## src/rtl/shifter_operand_pipe.sv

```systemverilog
// Pipelined ARM shifter-operand unit: derives val2 and the shifter carry-out for
// data-processing and load/store addressing modes, with valid/ready flow control.
module shifter_operand_pipe #(
   parameter int unsigned PIPE_STAGES = 1,
   parameter int unsigned TAG_W       = 8
) (
   input  logic              clk,
   input  logic              rst_n,
   input  logic              flush,
   input  logic              in_valid,
   output logic              in_ready,
   input  logic [31:0]       val_rm,
   input  logic [7:0]        val_rs,
   input  logic              imm,
   input  logic [11:0]       shift_operand,
   input  logic              mem_r_en,
   input  logic              mem_w_en,
   input  logic              c_in,
   input  logic [TAG_W-1:0]  tag_in,
   output logic              out_valid,
   input  logic              out_ready,
   output logic [31:0]       val2,
   output logic              shifter_carry,
   output logic [TAG_W-1:0]  tag_out
);

   localparam int unsigned DATA_W = 32;

   typedef enum logic [2:0] {
      SK_LSL = 3'd0,
      SK_LSR = 3'd1,
      SK_ASR = 3'd2,
      SK_ROR = 3'd3,
      SK_RRX = 3'd4
   } shift_kind_e;

   // Every addressing mode is normalised to one shift of one operand.
   typedef struct packed {
      logic [DATA_W-1:0] operand;
      shift_kind_e       kind;
      logic [7:0]        amount;
      logic              c_in;
   } shift_op_t;

   typedef struct packed {
      logic [DATA_W-1:0] value;
      logic              carry;
   } shift_res_t;

   function automatic shift_kind_e type_kind(input logic [1:0] t);
      shift_kind_e k;
      case (t)
         2'b00:   k = SK_LSL;
         2'b01:   k = SK_LSR;
         2'b10:   k = SK_ASR;
         default: k = SK_ROR;
      endcase
      return k;
   endfunction

   // Mode priority: load/store offset, rotated immediate, register shift, immediate shift.
   function automatic shift_op_t decode_op(
      input logic [DATA_W-1:0] rm,
      input logic [7:0]        rs,
      input logic              is_imm,
      input logic [11:0]       so,
      input logic              is_mem,
      input logic              c
   );
      shift_op_t   d;
      shift_kind_e k;
      logic [4:0]  n;
      d.operand = rm;
      d.kind    = SK_LSL;
      d.amount  = 8'd0;
      d.c_in    = c;
      k         = type_kind(so[6:5]);
      n         = so[11:7];
      if (is_mem) begin
         d.operand = {20'd0, so};
      end else if (is_imm) begin
         d.operand = {24'd0, so[7:0]};
         d.kind    = SK_ROR;
         d.amount  = {3'd0, so[11:8], 1'b0};
      end else if (so[4]) begin
         d.kind   = k;
         d.amount = rs;
      end else begin
         d.kind   = k;
         d.amount = {3'd0, n};
         // A zero immediate amount encodes #32 for LSR/ASR and RRX for ROR.
         if (n == 5'd0) begin
            case (k)
               SK_LSR, SK_ASR: d.amount = 8'd32;
               SK_ROR:         d.kind   = SK_RRX;
               default:        d.amount = 8'd0;
            endcase
         end
      end
      return d;
   endfunction

   function automatic shift_res_t shift_apply(input shift_op_t d);
      shift_res_t        r;
      logic [4:0]        s;
      logic [DATA_W:0]   wide;
      logic [DATA_W-1:0] rot;
      r.value = d.operand;
      r.carry = d.c_in;
      s       = d.amount[4:0];
      wide    = '0;
      rot     = '0;
      if (d.kind == SK_RRX) begin
         r.value = {d.c_in, d.operand[DATA_W-1:1]};
         r.carry = d.operand[0];
      end else if (d.amount != 8'd0) begin
         case (d.kind)
            SK_LSL: begin
               if (d.amount < 8'd32) begin
                  wide    = {1'b0, d.operand} << s;
                  r.value = wide[DATA_W-1:0];
                  r.carry = wide[DATA_W];
               end else begin
                  r.value = '0;
                  r.carry = (d.amount == 8'd32) ? d.operand[0] : 1'b0;
               end
            end
            SK_LSR: begin
               if (d.amount < 8'd32) begin
                  wide    = {d.operand, 1'b0} >> s;
                  r.value = wide[DATA_W:1];
                  r.carry = wide[0];
               end else begin
                  r.value = '0;
                  r.carry = (d.amount == 8'd32) ? d.operand[DATA_W-1] : 1'b0;
               end
            end
            SK_ASR: begin
               if (d.amount < 8'd32) begin
                  wide    = $signed({d.operand, 1'b0}) >>> s;
                  r.value = wide[DATA_W:1];
                  r.carry = wide[0];
               end else begin
                  r.value = {DATA_W{d.operand[DATA_W-1]}};
                  r.carry = d.operand[DATA_W-1];
               end
            end
            SK_ROR: begin
               if (s == 5'd0) begin
                  r.carry = d.operand[DATA_W-1];
               end else begin
                  rot     = DATA_W'({d.operand, d.operand} >> s);
                  r.value = rot;
                  r.carry = rot[DATA_W-1];
               end
            end
            default: begin
               r.value = d.operand;
               r.carry = d.c_in;
            end
         endcase
      end
      return r;
   endfunction

   shift_op_t dec_op;
   logic      out_adv;

   always_comb begin
      dec_op = decode_op(val_rm, val_rs, imm, shift_operand, mem_r_en | mem_w_en, c_in);
   end

   assign out_adv = !out_valid || out_ready;

   if (PIPE_STAGES == 2) begin : g_two_stage
      shift_op_t        s1_op;
      logic [TAG_W-1:0] s1_tag;
      logic             s1_valid;
      logic             s1_adv;
      shift_res_t       s1_res;

      assign s1_adv   = !s1_valid || out_adv;
      assign in_ready = s1_adv && !flush;

      always_comb begin
         s1_res = shift_apply(s1_op);
      end

      // Stage 1: decoded operand, shift kind and effective amount.
      always_ff @(posedge clk or negedge rst_n) begin
         if (!rst_n) begin
            s1_valid <= 1'b0;
            s1_op    <= '0;
            s1_tag   <= '0;
         end else if (flush) begin
            s1_valid <= 1'b0;
         end else if (s1_adv) begin
            s1_valid <= in_valid;
            if (in_valid) begin
               s1_op  <= dec_op;
               s1_tag <= tag_in;
            end
         end
      end

      // Stage 2: shifter result.
      always_ff @(posedge clk or negedge rst_n) begin
         if (!rst_n) begin
            out_valid     <= 1'b0;
            val2          <= '0;
            shifter_carry <= 1'b0;
            tag_out       <= '0;
         end else if (flush) begin
            out_valid <= 1'b0;
         end else if (out_adv) begin
            out_valid <= s1_valid;
            if (s1_valid) begin
               val2          <= s1_res.value;
               shifter_carry <= s1_res.carry;
               tag_out       <= s1_tag;
            end
         end
      end
   end else begin : g_one_stage
      shift_res_t in_res;

      assign in_ready = out_adv && !flush;

      always_comb begin
         in_res = shift_apply(dec_op);
      end

      // Decode and shift in one cycle into the output register.
      always_ff @(posedge clk or negedge rst_n) begin
         if (!rst_n) begin
            out_valid     <= 1'b0;
            val2          <= '0;
            shifter_carry <= 1'b0;
            tag_out       <= '0;
         end else if (flush) begin
            out_valid <= 1'b0;
         end else if (out_adv) begin
            out_valid <= in_valid;
            if (in_valid) begin
               val2          <= in_res.value;
               shifter_carry <= in_res.carry;
               tag_out       <= tag_in;
            end
         end
      end
   end

endmodule

```

## config.mk

```make
export PLATFORM = sky130hd
export DESIGN_NAME = shifter_operand_pipe
export DESIGN_NICKNAME = d
export VERILOG_FILES = /design/src/rtl/shifter_operand_pipe.sv
export SDC_FILE = /design/constraint.sdc
export NUM_CORES = 1
export LEC_CHECK = 0
export CORE_AREA = 4 4 172 174
export DETAILED_ROUTE_END_ITERATION = 7
export DIE_AREA = 0 0 176 178
export GPL_TIMING_DRIVEN = 0
export PLACE_DENSITY = 0.51
export SYNTH_ARGS = -nofsm -noshare
export SYNTH_HDL_FRONTEND = slang
export SYNTH_SLANG_ARGS = --single-unit
```

## constraint.sdc

```tcl
create_clock -name clk -period 2.28 [get_ports clk]
set_input_delay 0.684 -clock clk [delete_from_list [all_inputs] [get_ports clk]]
set_output_delay 0.684 -clock clk [all_outputs]
set_load 0.01 [all_outputs]
```

==> flow_metrics.py <==
metrics = {
    "run": {
        "drv_cap": 0,
    },
    "route": {
        "wl_mm": 72.5,
        "num_vias": 13600,
        "route.detailed.drc": 0,
        "viasPerCell": 7.10,
        "drt_iter0_markers": 2176,
        "wire_per_inst_um": 37.8,
        "dr.pass1.iters": 7,
        "postRouteAntennaNets": 0,
    },
    "cts": {
        "clk_latency_ns": 0.31,
        "path_clk_slew_ns": 0.07,
        "clock_path_buffers": 2,
        "cts_tree": "yes",
        "cts_made_buffers": 5,
        "cts-root-buf": "clkbuf_16",
        "htree_levels": 2,
        "hold_buffers": 0,
        "clock-sinks": 42,
    },
    "placement": {
        "numPlacedInstances": 1680,
        "gp_congestion": 1.11,
        "dpl.hpwl_mm": 51.5,
        "io_buffers": 106,
    },
    "logic_synthesis": {
        "ys_seq_area_frac": 0.127,
        "synth_fp_nets": 1268,
        "synth_async_sr_flop_share": 1.00,
        "netlist_area_um2": 8290,
        "yosys_warnings": 0,
        "synth-seq-cells": 42,
        "synth_ff_type": "dfrtp_1",
        "syn_inst": 1195,
        "synth_edf_count": 0,
        "syn-mean-instance-area_um2": 6.94,
        "synth_cell_types": 91,
    },
    "global_routing": {
        "gr-total-overflow": 0,
        "grt_pass1_wl_mm": 98.8,
        "grt_pass1_vias": 13000,
        "grt_max_degree": 37,
        "track_usage": 0.439,
        "antenna_found_initial": 1,
    },
    "layout": {
        "final_common_cell": "buf_4",
        "final_core_util": 0.576,
        "num-nets-final": 1612,
        "drive_above_1_share": 0.515,
        "instances_no_fill": 1919,
        "final_cell_mix": "189 x buf_4, 131 x nand2_1, 89 x nor2_1, 76 x clkdlybuf4s50_1, 70 x a21oi_1",
        "area_growth_pct": 93.0,
    },
    "pwr": {
        "p_int_w": 0.00316,
        "clkPwrFrac": 0.127,
        "combPwrFrac": 0.715,
        "leakagePower_nw": 5.94,
        "powerDensity_nw_per_um2": 384,
        "switchingPower_w": 0.00298,
        "p_sw_frac": 0.485,
        "p_seq_frac": 0.158,
        "ir_drop_mv": 0.271,
    },
    "worst_setup_path": {
        "worstPathArrival_ns": 3.36,
        "path_cells": "buf_8, and2b_4, buf_12, mux2_4, nand2_8, buf_4, buf_12, mux2i_2, a22o_4, o2111ai_1, a211o_1, and3_4, o31ai_4",
        "crit_family": "compound AO/OA/AOI/OAI gates",
        "crit_type": "input pin to flip-flop",
        "path_buf_inv": 4,
        "cp-start-kind": "input pin",
        "path_max_fanout": 7,
        "slowest_stage": "mux2_4",
        "slowest_delay_ns": 0.36,
        "cp_common_cell": "buf_12",
        "reg2reg_from": "out_valid",
        "crit_start": "imm",
        "cp.required_ns": 2.51,
        "cp-end-kind": "flip-flop",
    },
    "die": {
        "start_util": 0.298,
        "die-width_um": 176,
        "die_area_um2": 31300,
        "floorplan.rows": 61,
        "core_area_um2": 27800,
        "top_level_ports": 112,
        "chipHeight_um": 178,
    },
    "timing": {
        "worst_pin_slew_ns": 0.835,
        "fmax_mhz": 319,
        "fin_ws_ns": -0.851,
        "drv_slew": 0,
        "rsz0062_at_grt": "true",
        "hold_viol_final": 0,
        "slew_headroom": 0.444,
        "finalCriticalPeriod_ns": 3.13,
        "setup_violations": 33,
        "post-route-period-util": 1.37,
        "fin_skew_ns": 0.00990,
    },
    "min_path": {
        "hp-class": "input pin to asynchronous set/reset pin",
    },
    "status": {
        "outcome": "finished with violations",
        "failed_checks": "negative setup slack",
    },
}
-- cell usage after synthesis (6+ instances only) --
cell type  instances  share of area
and3_1            10         0.0075
nand2_1          162          0.073
a31oi_1           14          0.011
nand4_1           10         0.0075
a21oi_1          124          0.075
nor3_1            37          0.022
o211ai_1          39          0.035
o21ai_1           19          0.011
a21o_1             7         0.0063
buf_1              9         0.0041
or3_1              7         0.0053
a211oi_1          28          0.025
buf_2             43          0.026
and2_1            10         0.0075
o221ai_1           7         0.0074
nor4_1             7         0.0053
dfrtp_1           42           0.13
buf_6             11          0.015
clkbuf_1          39          0.018
a32oi_1            7         0.0074
o22a_1             6         0.0063
mux2_2            22          0.030
a2111oi_0          7         0.0074
o2111ai_1          6         0.0063
o21ai_0           70          0.042
a221oi_1          12          0.013
o22ai_1           20          0.015
mux2i_1          100           0.12
nor2_1           122          0.055
o32ai_1            6         0.0063
nor2b_1            7         0.0053
nand3_1           38          0.023
a22oi_1            7         0.0063
o31ai_1            9         0.0081
buf_4              8         0.0072
-- repair_timing --
item | 4_1_cts | 5_1_grt
pin swaps | 120 | 106
buffers inserted | 168 | 60
cloned | 10 | 2
gates resized for setup | 682 | 177
endpoints found under the setup margin | 42 | 39
-- area by class of cell --
type | count | area, µm²
Buffer | 106 | 1260
Clock buffer | 5 | 125
Clock inverter | 3 | 25.0
Sequential cell | 42 | 1050
Multi-Input combinational cell | 1039 | 9710
Tap cell | 378 | 473
Antenna cell | 1 | 2.50
Inverter | 4 | 15.0
Timing Repair Buffer | 341 | 3330
Fill cell | 2505 | 11800
-- cells by family (layout without fill, tap and decap cells) --
kind of cell	Yosys count	in the layout	share of synthesized area
compound gates	463	463	0.378
flops	42	42	0.127
other cells	0	1	0
mux	131	131	0.172
fa+ha+maj	4	4	0.00604
simple gates	441	441	0.245
buf+inv	114	459	0.0717
-- metal layers --
layer	part of all wire	vias to the layer above	global-route usage
met5	0.0015	-	0.0112
met1	0.37	6574	0.557
met3	0.14	435	0.151
met4	0.095	6	0.271
met2	0.40	1300	0.638
li1	-	5306	-
-- per-stage QoR --
stage / hold WS [ns] / TNS [ns] / area [µm²] / power, W / setup slack [ns]
floorplan: 0.388 / -17.69 / 8620 / 0.00238 / -0.655
global placement: 0.461 / -111.21 / 10200 / 0.00374 / -2.74
detailed placement: 0.467 / -79.18 / 10200 / 0.00371 / -2.66
CTS: 0.222 / -21.20 / 14800 / 0.00557 / -0.737
global route: 0.228 / -24.63 / 16000 / 0.00623 / -0.842
finish: 0.222 / -24.32 / 16000 / 0.00614 / -0.851
-- worst reg2reg max path, stage by stage (launching register included) --
cell	delay [ns]
dfrtp_1	0.39
nor2b_2	0.17
nor2_2	0.14
buf_4	0.12
buf_4	0.11
and2_2	0.28
clkbuf_2	0.40
o21ai_0	0.31
a41oi_2	0.37
-- path summary, 6_finish.rpt --
kind / cells past startpoint / slack, ns / end
worst max-delay path: 13 / -0.85 / shifter_carry
worst min-delay path: 1 / 0.22 / val2[18]
worst max register to register: 8 / -0.13 / val2[25]
worst min register to register: 2 / 0.48 / tag_out[3]
max in group asynchronous: 2 / 1.59 / val2[5]
min in group clk: 2 / 0.48 / tag_out[3]
-- registers in the layout, indices dropped and copies added, names as in the netlist --
name	flops
out_valid	1
shifter_carry	1
tag_out	8
val2	32
-- power groups by stage --
stage	Clock (W)	Sequential, W	Combinational [W]
detailed placement	0	0.000978	0.00273
CTS	0.000799	0.000965	0.00380
global route	0.000818	0.000983	0.00443
floorplan	0	0.00103	0.00136
global placement	0	0.000977	0.00277
finish	0.000782	0.000968	0.00439
(Power assumes the default switching activity.)
